===== src/rtl/pnseq_pkg.sv =====
// Shared definitions for the PN frame sequencer.
// Contents:
//   state_e    - controller states (IDLE=0, RESEED=1, RUN=2, DONE=3)
//   PN_PERIOD  - period of the x^5+x^3+1 generator
//   PN_SEED    - generator seed, reg4..reg0 (serial output order 1,0,1,1,0)
//   DEF_LEN_W / DEF_CNT_W - default widths for frame length and frame counter
package pnseq_pkg;

    typedef enum logic [1:0] {
        StIdle   = 2'd0,
        StReseed = 2'd1,
        StRun    = 2'd2,
        StDone   = 2'd3
    } state_e;

    localparam int unsigned PN_PERIOD = 31;
    localparam logic [4:0]  PN_SEED   = 5'b01101;

    localparam int unsigned DEF_LEN_W = 10;
    localparam int unsigned DEF_CNT_W = 16;

endpackage


===== src/rtl/pn_frame_sequencer.sv =====
// Frame-level controller for a sibling 5-stage PN generator. Each start request
// reseeds the generator for one cycle, then streams frame_len bits over a
// valid/ready handshake, stepping the generator only on accepted bits.
//
// Optional feature: define PNSEQ_FRAME_CNT_EN to add the frame_cnt output
// (completed frames, wraps modulo 2^CNT_W, not bumped by aborts).
//
// Ports:
//   clk, rst      - clock, synchronous active-high reset
//   start         - frame request, sampled in IDLE only
//   frame_len     - bits in the frame, sampled with start (0 is ignored)
//   abort         - cancel the frame while in RESEED or RUN
//   pn_in         - generator serial output
//   pn_en         - generator step enable (one per accepted bit)
//   pn_rst        - registered generator reseed
//   bit_valid     - bit_out is valid (RUN)
//   bit_out       - current PN bit
//   bit_ready     - downstream accepts bit_out
//   busy          - high in RESEED and RUN
//   done          - one-cycle pulse after the last bit is accepted
//   aborted       - one-cycle pulse after an abort
//   frame_cnt     - completed frame count (PNSEQ_FRAME_CNT_EN only)
module pn_frame_sequencer
    import pnseq_pkg::*;
#(
    parameter int unsigned LEN_W = DEF_LEN_W
`ifdef PNSEQ_FRAME_CNT_EN
    ,
    parameter int unsigned CNT_W = DEF_CNT_W
`endif
) (
    input  logic             clk,
    input  logic             rst,
    input  logic             start,
    input  logic [LEN_W-1:0] frame_len,
    input  logic             abort,
    input  logic             pn_in,
    output logic             pn_en,
    output logic             pn_rst,
    output logic             bit_valid,
    output logic             bit_out,
    input  logic             bit_ready,
    output logic             busy,
    output logic             done,
    output logic             aborted
`ifdef PNSEQ_FRAME_CNT_EN
    ,
    output logic [CNT_W-1:0] frame_cnt
`endif
);

    state_e           state_q;
    logic [LEN_W-1:0] count_q;
    logic             pn_rst_q;
    logic             bit_valid_q;
    logic             busy_q;
    logic             done_q;
    logic             aborted_q;

    logic             accept;
    logic             last_accept;

    assign accept      = bit_valid_q & bit_ready;
    // Completion needs the last bit accepted without a coincident abort.
    assign last_accept = (state_q == StRun) && accept && !abort &&
                         (count_q == LEN_W'(1));

    assign pn_en     = accept;
    assign pn_rst    = pn_rst_q;
    assign bit_valid = bit_valid_q;
    assign bit_out   = pn_in;
    assign busy      = busy_q;
    assign done      = done_q;
    assign aborted   = aborted_q;

    always_ff @(posedge clk) begin
        if (rst) begin
            state_q     <= StIdle;
            count_q     <= '0;
            pn_rst_q    <= 1'b1;  // hold the generator at its seed during reset
            bit_valid_q <= 1'b0;
            busy_q      <= 1'b0;
            done_q      <= 1'b0;
            aborted_q   <= 1'b0;
        end else begin
            pn_rst_q  <= 1'b0;
            done_q    <= 1'b0;
            aborted_q <= 1'b0;
            unique case (state_q)
                StIdle: begin
                    if (start && (frame_len != '0)) begin
                        count_q  <= frame_len;
                        state_q  <= StReseed;
                        pn_rst_q <= 1'b1;
                        busy_q   <= 1'b1;
                    end
                end
                StReseed: begin
                    if (abort) begin
                        state_q   <= StIdle;
                        busy_q    <= 1'b0;
                        aborted_q <= 1'b1;
                    end else begin
                        state_q     <= StRun;
                        bit_valid_q <= 1'b1;
                    end
                end
                StRun: begin
                    if (abort) begin
                        state_q     <= StIdle;
                        busy_q      <= 1'b0;
                        bit_valid_q <= 1'b0;
                        aborted_q   <= 1'b1;
                    end else if (last_accept) begin
                        state_q     <= StDone;
                        busy_q      <= 1'b0;
                        bit_valid_q <= 1'b0;
                        done_q      <= 1'b1;
                        count_q     <= '0;
                    end else if (accept) begin
                        count_q <= count_q - LEN_W'(1);
                    end
                end
                StDone: begin
                    state_q <= StIdle;
                end
                default: begin
                    state_q <= StIdle;
                end
            endcase
        end
    end

`ifdef PNSEQ_FRAME_CNT_EN
    logic [CNT_W-1:0] frame_cnt_q;

    always_ff @(posedge clk) begin
        if (rst) begin
            frame_cnt_q <= '0;
        end else if (last_accept) begin
            frame_cnt_q <= frame_cnt_q + CNT_W'(1);
        end
    end

    assign frame_cnt = frame_cnt_q;
`endif

endmodule


===== config.mk =====
export PLATFORM = sky130hd
export DESIGN_NAME = pn_frame_sequencer
export DESIGN_NICKNAME = d
export VERILOG_FILES = /design/src/rtl/pnseq_pkg.sv /design/src/rtl/pn_frame_sequencer.sv
export SDC_FILE = /design/constraint.sdc
export NUM_CORES = 1
export LEC_CHECK = 0
export ABC_CLOCK_PERIOD_IN_PS = 2800
export CAP_MARGIN = 10
export CORE_MARGIN = 10
export CORE_UTILIZATION = 55
export CTS_CLUSTER_SIZE = 12
export DETAILED_ROUTE_END_ITERATION = 16
export PLACE_DENSITY = 0.83
export SLEW_MARGIN = 20
export SYNTH_ARGS = -nofsm -noshare
export SYNTH_HDL_FRONTEND = slang
export SYNTH_SLANG_ARGS = --single-unit

===== constraint.sdc =====
create_clock -name clk -period 2.8 [get_ports clk]
set_clock_uncertainty 0.1 [all_clocks]
set_input_delay 0.56 -clock clk [delete_from_list [all_inputs] [get_ports clk]]
set_output_delay 0.56 -clock clk [all_outputs]
set_load 0.05 [all_outputs]

==> results of run 1 <==
[registers in the layout, summed over array words and instances, names as in the netlist]
signal	cells
busy	1
aborted	1
done	1
state_q	2
pn_rst	1
count_q	10
bit_valid	1
[power by group]
part | internal (W) | switching [W] | total [W] | leakage, nW
sequential | 0.000268 | 0.0000286 | 0.000297 | 0.140
combinational | 0.000128 | 0.000167 | 0.000295 | 0.395
clock | 0.0000556 | 0.0000831 | 0.000139 | 0.0150
total | 0.000452 | 0.000279 | 0.000731 | 0.550
[cell type report]
class	count	area, µm²	share of cell area
inverters	14	52.6	0.0352
flip-flops and latches	17	340	0.228
multi-input cells	101	782	0.523
clock buffers	4	26.3	0.0176
repair buffers	28	258	0.173
well taps	28	35.0	0.0235
[metal layers]
metal,track usage,up-vias,wire length (µm)
met5,0,-,0
met3,0.0413,7,221
li1,-,581,-
met4,0.0692,0,63
met2,0.273,41,1610
met1,0.182,557,1390
[cell usage in the layout (no fill, tap or decap), types with 2 or more instances in the layout]
cell	netlist	layout
o21ai_0	3	3
nand3b_1	3	3
o32ai_1	6	6
nor3b_1	2	2
nand2_1	7	7
a21oi_1	3	3
a31oi_1	4	4
nor4_2	2	2
clkdlybuf4s50_1	0	19
nor2_1	9	9
buf_4	3	9
nor2b_1	7	7
a32oi_1	2	2
clkbuf_4	0	3
and2b_1	4	4
a41oi_1	3	3
nand3_1	3	3
a211oi_1	8	8
inv_1	14	14
nor4_1	3	3
nand2b_1	2	2
dfxtp_1	17	17
ha_1	6	6
[per-stage QoR]
stage               power (W)  instances  utilization
finish               0.000731        192        0.689
global route         0.000776        192        0.689
CTS                  0.000730        192        0.689
detailed placement   0.000593        188        0.676
global placement     0.000588        188        0.676
floorplan            0.000506        141            -
[cell families after synthesis]
| kind of cell | synth area share |
|---|---|
| buffers and inverters | 0.0828 |
| muxes | 0.00920 |
| DFF | 0.278 |
| and+or+nand+nor | 0.269 |
| AOI/OAI and AO/OA | 0.300 |
| adders and majority gates | 0.0613 |
[worst min-delay path, stage by stage, from the launching register on]
cell,delay (ns)
dfxtp_1,0.34
inv_1,0.06
o32ai_1,0.08
[path summary, 6_finish.rpt]
check	startpoint	end
setup / recovery	state_q[0]$_SDFFE_PP0P_	count_q[0]$_SDFFE_PP0P_
hold / removal	count_q[7]$_SDFFE_PP0P_	count_q[7]$_SDFFE_PP0P_
setup reg to reg	state_q[0]$_SDFFE_PP0P_	count_q[0]$_SDFFE_PP0P_
hold reg to reg	count_q[7]$_SDFFE_PP0P_	count_q[7]$_SDFFE_PP0P_
==> flow_metrics.py, run 1 <==
metrics = {
    "timing": {
        "worst_pin_slew_ns": 0.711,
        "min_period_ns": 2.30,
        "fmax_mhz": 435,
        "max-slew-margin-rel": 0.522,
        "setup_tns_ns": 0,
        "whs_ns": 0.420,
        "fin_ws_ns": 0.503,
        "setup_viol": 0,
        "finalCritPeriodShare": 0.821,
        "rsz0062_at_grt": "false",
        "drv_slew": 0,
        "final_hold_viol_count": 0,
    },
    "synthesis": {
        "synth_top_area_frac": 0.278,
        "syn-num-nets": 163,
        "yosysTopAreaCell": "dfxtp_1",
        "syn_area_mm2": 0.00122,
        "synth.most_common_cell": "dfxtp_1",
        "synth_edf_count": 0,
        "async_flop_share": 0,
        "syn_inst": 141,
        "ys_seq_area_frac": 0.278,
        "synth_common_cells": "17 x dfxtp_1, 14 x inv_1, 9 x nor2_1",
        "synth_cell_types": 47,
        "syn_area_per_cell_um2": 8.68,
        "ys_warn_count": 0,
        "yosys_register_bits": 17,
        "synth.area.top_cells": "dfxtp_1 28%, ha_1 6.1%, a211oi_1 4.9%, inv_1 4.3%, o32ai_1 4.3%",
        "synthFlopType": "dfxtp_1",
    },
    "final_layout": {
        "post-route-cell-area_mm2": 0.00149,
        "antenna_cells": 0,
        "synthToLayoutAreaGrowth_pct": 22.1,
        "fillers": 194,
        "fin_nets": 187,
        "drive_above_1_share": 0.134,
    },
    "global_routing": {
        "grt_max_degree": 23,
        "grt_usage": 0.159,
        "grt-ovfl-total": 0,
        "antenna_found_initial": 0,
        "grt_pass1_wl_mm": 5.69,
        "grt_pass1_vias": 1199,
    },
    "worst_setup_path": {
        "rr_worst_depth": 7,
        "cp.depth": 7,
        "cp_slowest_cell": "a2111oi_0",
        "path_cells": "inv_1 > ha_1 > nor4b_4 > a41oi_1 > buf_4 > a2111oi_0 > a211oi_1",
        "setup.worst_path.end_class": "flop",
        "cp-start-kind": "flop",
        "r2r_slack_ns": 0.50,
        "slowest_delay_ns": 0.42,
        "crit_buf_inv": 2,
        "crit_required_ns": 2.87,
        "critPathKind": "reg -> reg",
        "critPathTopFamily": "compound AO/OA/AOI/OAI gates",
        "worst_ep_arrival_time_ns": 2.37,
        "cp_max_fo": 10,
    },
    "routing": {
        "vias_per_cell": 6.18,
        "vias": 1186,
        "drtIter0Drc": 64,
        "drt_wl_total_mm": 3.28,
        "first_pass_iters": 6,
        "drt-wirelength-per-cell_um": 17.1,
        "drc_errors": 0,
        "ant_nets": 0,
    },
    "cts": {
        "cts_hold_buf": 0,
        "cts_root_buf": "clkbuf_4",
        "numCtsBuffers": 3,
        "cts_sinks": 17,
        "path_clk_slew_ns": 0.10,
        "cts_tree": "done",
        "ctsResizeCount": 0,
        "htreeDepth": 1,
        "cts_setup_buffers": 0,
        "clk_path_buf_depth": 2,
        "clkLatencyLatePin_ns": 0.30,
    },
    "floorplanning": {
        "initial_core_util": 0.564,
        "coreArea_mm2": 0.00217,
        "row_count": 17,
        "ios": 23,
        "die-area_mm2": 0.00451,
        "die_w_um": 67.2,
        "die_y_um": 67.2,
    },
    "min_path": {
        "hold_path.class": "reg -> reg",
        "hold_depth": 2,
    },
    "job": {
        "cap_viol_max_count": 0,
    },
    "placement": {
        "hpwl_mm": 2.56,
        "post-place-ws_ns": 0.221,
        "place_area_mm2": 0.00147,
        "gp_congestion": 0.893,
        "io_buffers": 20,
    },
    "power_and_ir_drop": {
        "power.density_mw_per_mm2": 489,
        "irDropWorstVdd_v": 0.000350,
        "leakagePower_nw": 0.550,
    },
    "outcome": {
        "status": "finished clean",
    },
}
(Power assumes the default switching activity.)
==> run 2: changes to the inputs <==
ABC_CLOCK_PERIOD_IN_PS = 2300   (was 2800)
CORE_UTILIZATION = 51   (was 55)
PLACE_DENSITY = 0.77   (was 0.83)
clock period = 2.3 ns   (was 2.8 ns; I/O delays follow)
==> flow_metrics.py, run 2 (synthesis gave the netlist of run 1 again) <==
metrics = {
    "outcome": {
        "status": "finished clean",
    },
    "worst_setup_path": {
        "crit_path_end": "busy$_SDFFE_PP0P_",
        "reg2reg_from": "state_q[0]$_SDFFE_PP0P_",
        "slowest_delay_ns": 0.38,
        "r2r-end": "busy$_SDFFE_PP0P_",
        "cp_max_fo": 10,
        "rr_worst_depth": 6,
        "crit_required_ns": 2.39,
        "cp-start-kind": "flop",
        "crit_start": "state_q[0]$_SDFFE_PP0P_",
        "cp_slowest_cell": "dfxtp_1",
        "worst_ep_arrival_time_ns": 2.19,
        "r2r_slack_ns": 0.20,
        "path_cells": "inv_1 > ha_1 > nor2b_1 > a41o_2 > a2111oi_2 > mux2_1",
        "critPathKind": "reg -> reg",
        "setup.worst_path.end_class": "flop",
    },
    "timing": {
        "fmax_mhz": 476,
        "fin_ws_ns": 0.201,
        "worst_pin_slew_ns": 0.504,
        "rsz0062_at_grt": "false",
        "min_period_ns": 2.10,
        "setup_viol": 0,
        "finalCritPeriodShare": 0.913,
        "max-slew-margin-rel": 0.663,
        "drv_slew": 0,
        "final_hold_viol_count": 0,
        "setup_tns_ns": 0,
    },
    "routing": {
        "drc_errors": 0,
        "drtIter0Drc": 102,
        "first_pass_iters": 4,
        "vias": 1209,
        "drt-wirelength-per-cell_um": 16.2,
        "drt_wl_total_mm": 3.22,
        "ant_nets": 0,
        "vias_per_cell": 6.08,
    },
    "final_layout": {
        "reg_top3": "count_q: 10 flops, state_q: 2 flops",
        "seqCellArea_um2": 340,
        "multi_input_area_um2": 783,
        "largest-register": "count_q",
        "fin_nets": 194,
        "drive_above_1_share": 0.175,
        "antenna_cells": 0,
        "synthToLayoutAreaGrowth_pct": 27.5,
        "fillers": 192,
        "final_common_cell": "clkdlybuf4s50_1",
        "post-route-cell-area_mm2": 0.00156,
        "final_cell_mix": "19 x clkdlybuf4s50_1, 17 x dfxtp_1, 15 x buf_4",
        "final_cell_count_no_fill": 199,
        "largest_register_ffs": 10,
    },
    "global_routing": {
        "grt-ovfl-total": 0,
        "grt_pass1_vias": 1155,
        "antenna_found_initial": 0,
        "grt_usage": 0.148,
        "grt_pass1_wl_mm": 5.45,
        "grt_max_degree": 23,
    },
    "floorplanning": {
        "die_w_um": 69.0,
        "ios": 23,
        "die-area_mm2": 0.00476,
        "initial_core_util": 0.543,
        "coreArea_mm2": 0.00225,
        "die_y_um": 69.0,
        "row_count": 17,
    },
    "cts": {
        "cts_root_buf": "clkbuf_4",
        "cts_setup_buffers": 0,
        "cts_sinks": 17,
        "clkLatencyLatePin_ns": 0.30,
        "numCtsBuffers": 3,
        "cts_hold_buf": 0,
        "ctsResizeCount": 0,
        "htreeDepth": 1,
        "path_clk_slew_ns": 0.11,
        "cts_tree": "done",
        "clk_path_buf_depth": 2,
    },
    "job": {
        "cap_viol_max_count": 0,
    },
    "placement": {
        "gp_congestion": 0.874,
        "io_buffers": 20,
        "place_area_mm2": 0.00153,
        "placed_cells": 195,
        "post-place-ws_ns": -0.160,
        "hpwl_mm": 2.54,
    },
    "power_and_ir_drop": {
        "irDropWorstVdd_v": 0.000328,
        "totalPowerFinal_w": 0.000908,
        "leakagePower_nw": 0.586,
        "power.density_mw_per_mm2": 582,
    },
    "min_path": {
        "hold_path.class": "reg -> reg",
    },
}
-- run 2: cell count changes in the layout (fill, tap and decap cells not counted) --
cell    delta
a41o_2     +1
buf_12     +1
a41o_1     -1
buf_4      +6
-- run 2: how the worst min path moves through the flow --
stage                                  from                      end  slack [ns]  depth (start not counted)
floorplan           count_q[7]$_SDFFE_PP0P_  count_q[7]$_SDFFE_PP0P_        0.38                          2
global placement    count_q[7]$_SDFFE_PP0P_  count_q[7]$_SDFFE_PP0P_        0.40                          2
detailed placement   bit_valid$_SDFFE_PP0P_   bit_valid$_SDFFE_PP0P_        0.42                          2
CTS                 count_q[7]$_SDFFE_PP0P_  count_q[7]$_SDFFE_PP0P_        0.44                          2
global route        state_q[1]$_SDFFE_PP0P_  state_q[1]$_SDFFE_PP0P_        0.47                          2
finish              count_q[7]$_SDFFE_PP0P_  count_q[7]$_SDFFE_PP0P_        0.43                          2
-- run 2: where the power goes --
part | internal, W | switching [W] | total [W]
clock network | 0.0000675 | 0.000102 | 0.000169
registers | 0.000327 | 0.0000338 | 0.000360
logic | 0.000174 | 0.000204 | 0.000378
total | 0.000568 | 0.000340 | 0.000908
-- run 2: stage by stage --
step / hold slack [ns] / util
finish: 0.432 / 0.692
global route: 0.467 / 0.692
CTS: 0.436 / 0.691
detailed placement: 0.419 / 0.680
global placement: 0.403 / 0.680
floorplan: 0.380 / -
-- run 2: worst max-delay path: cells and delay by family, from the launching register on --
family,cells,cell delay (ns)
AND/OR/NAND/NOR,1,0.17
multiplexers,1,0.35
buffers and inverters,1,0.09
AO/OA/AOI/OAI,2,0.62
flip-flops,1,0.38
adder cells (fa/ha/maj),1,0.28
-- run 2: routing by layer --
metal | GRT usage | vias to the layer above | share of wire
li1 | - | 596 | -
met2 | 0.253 | 29 | 0.50
met5 | 0 | - | 0
met3 | 0.0322 | 8 | 0.053
met4 | 0.0616 | 0 | 0.026
met1 | 0.174 | 576 | 0.42
-- run 2: area by class of cell --
class | instances | area share
flip-flops and latches | 17 | 0.218
inverters | 14 | 0.0337
multi-input cells | 101 | 0.502
well taps | 28 | 0.0225
clock buffers | 4 | 0.0168
repair buffers | 35 | 0.207
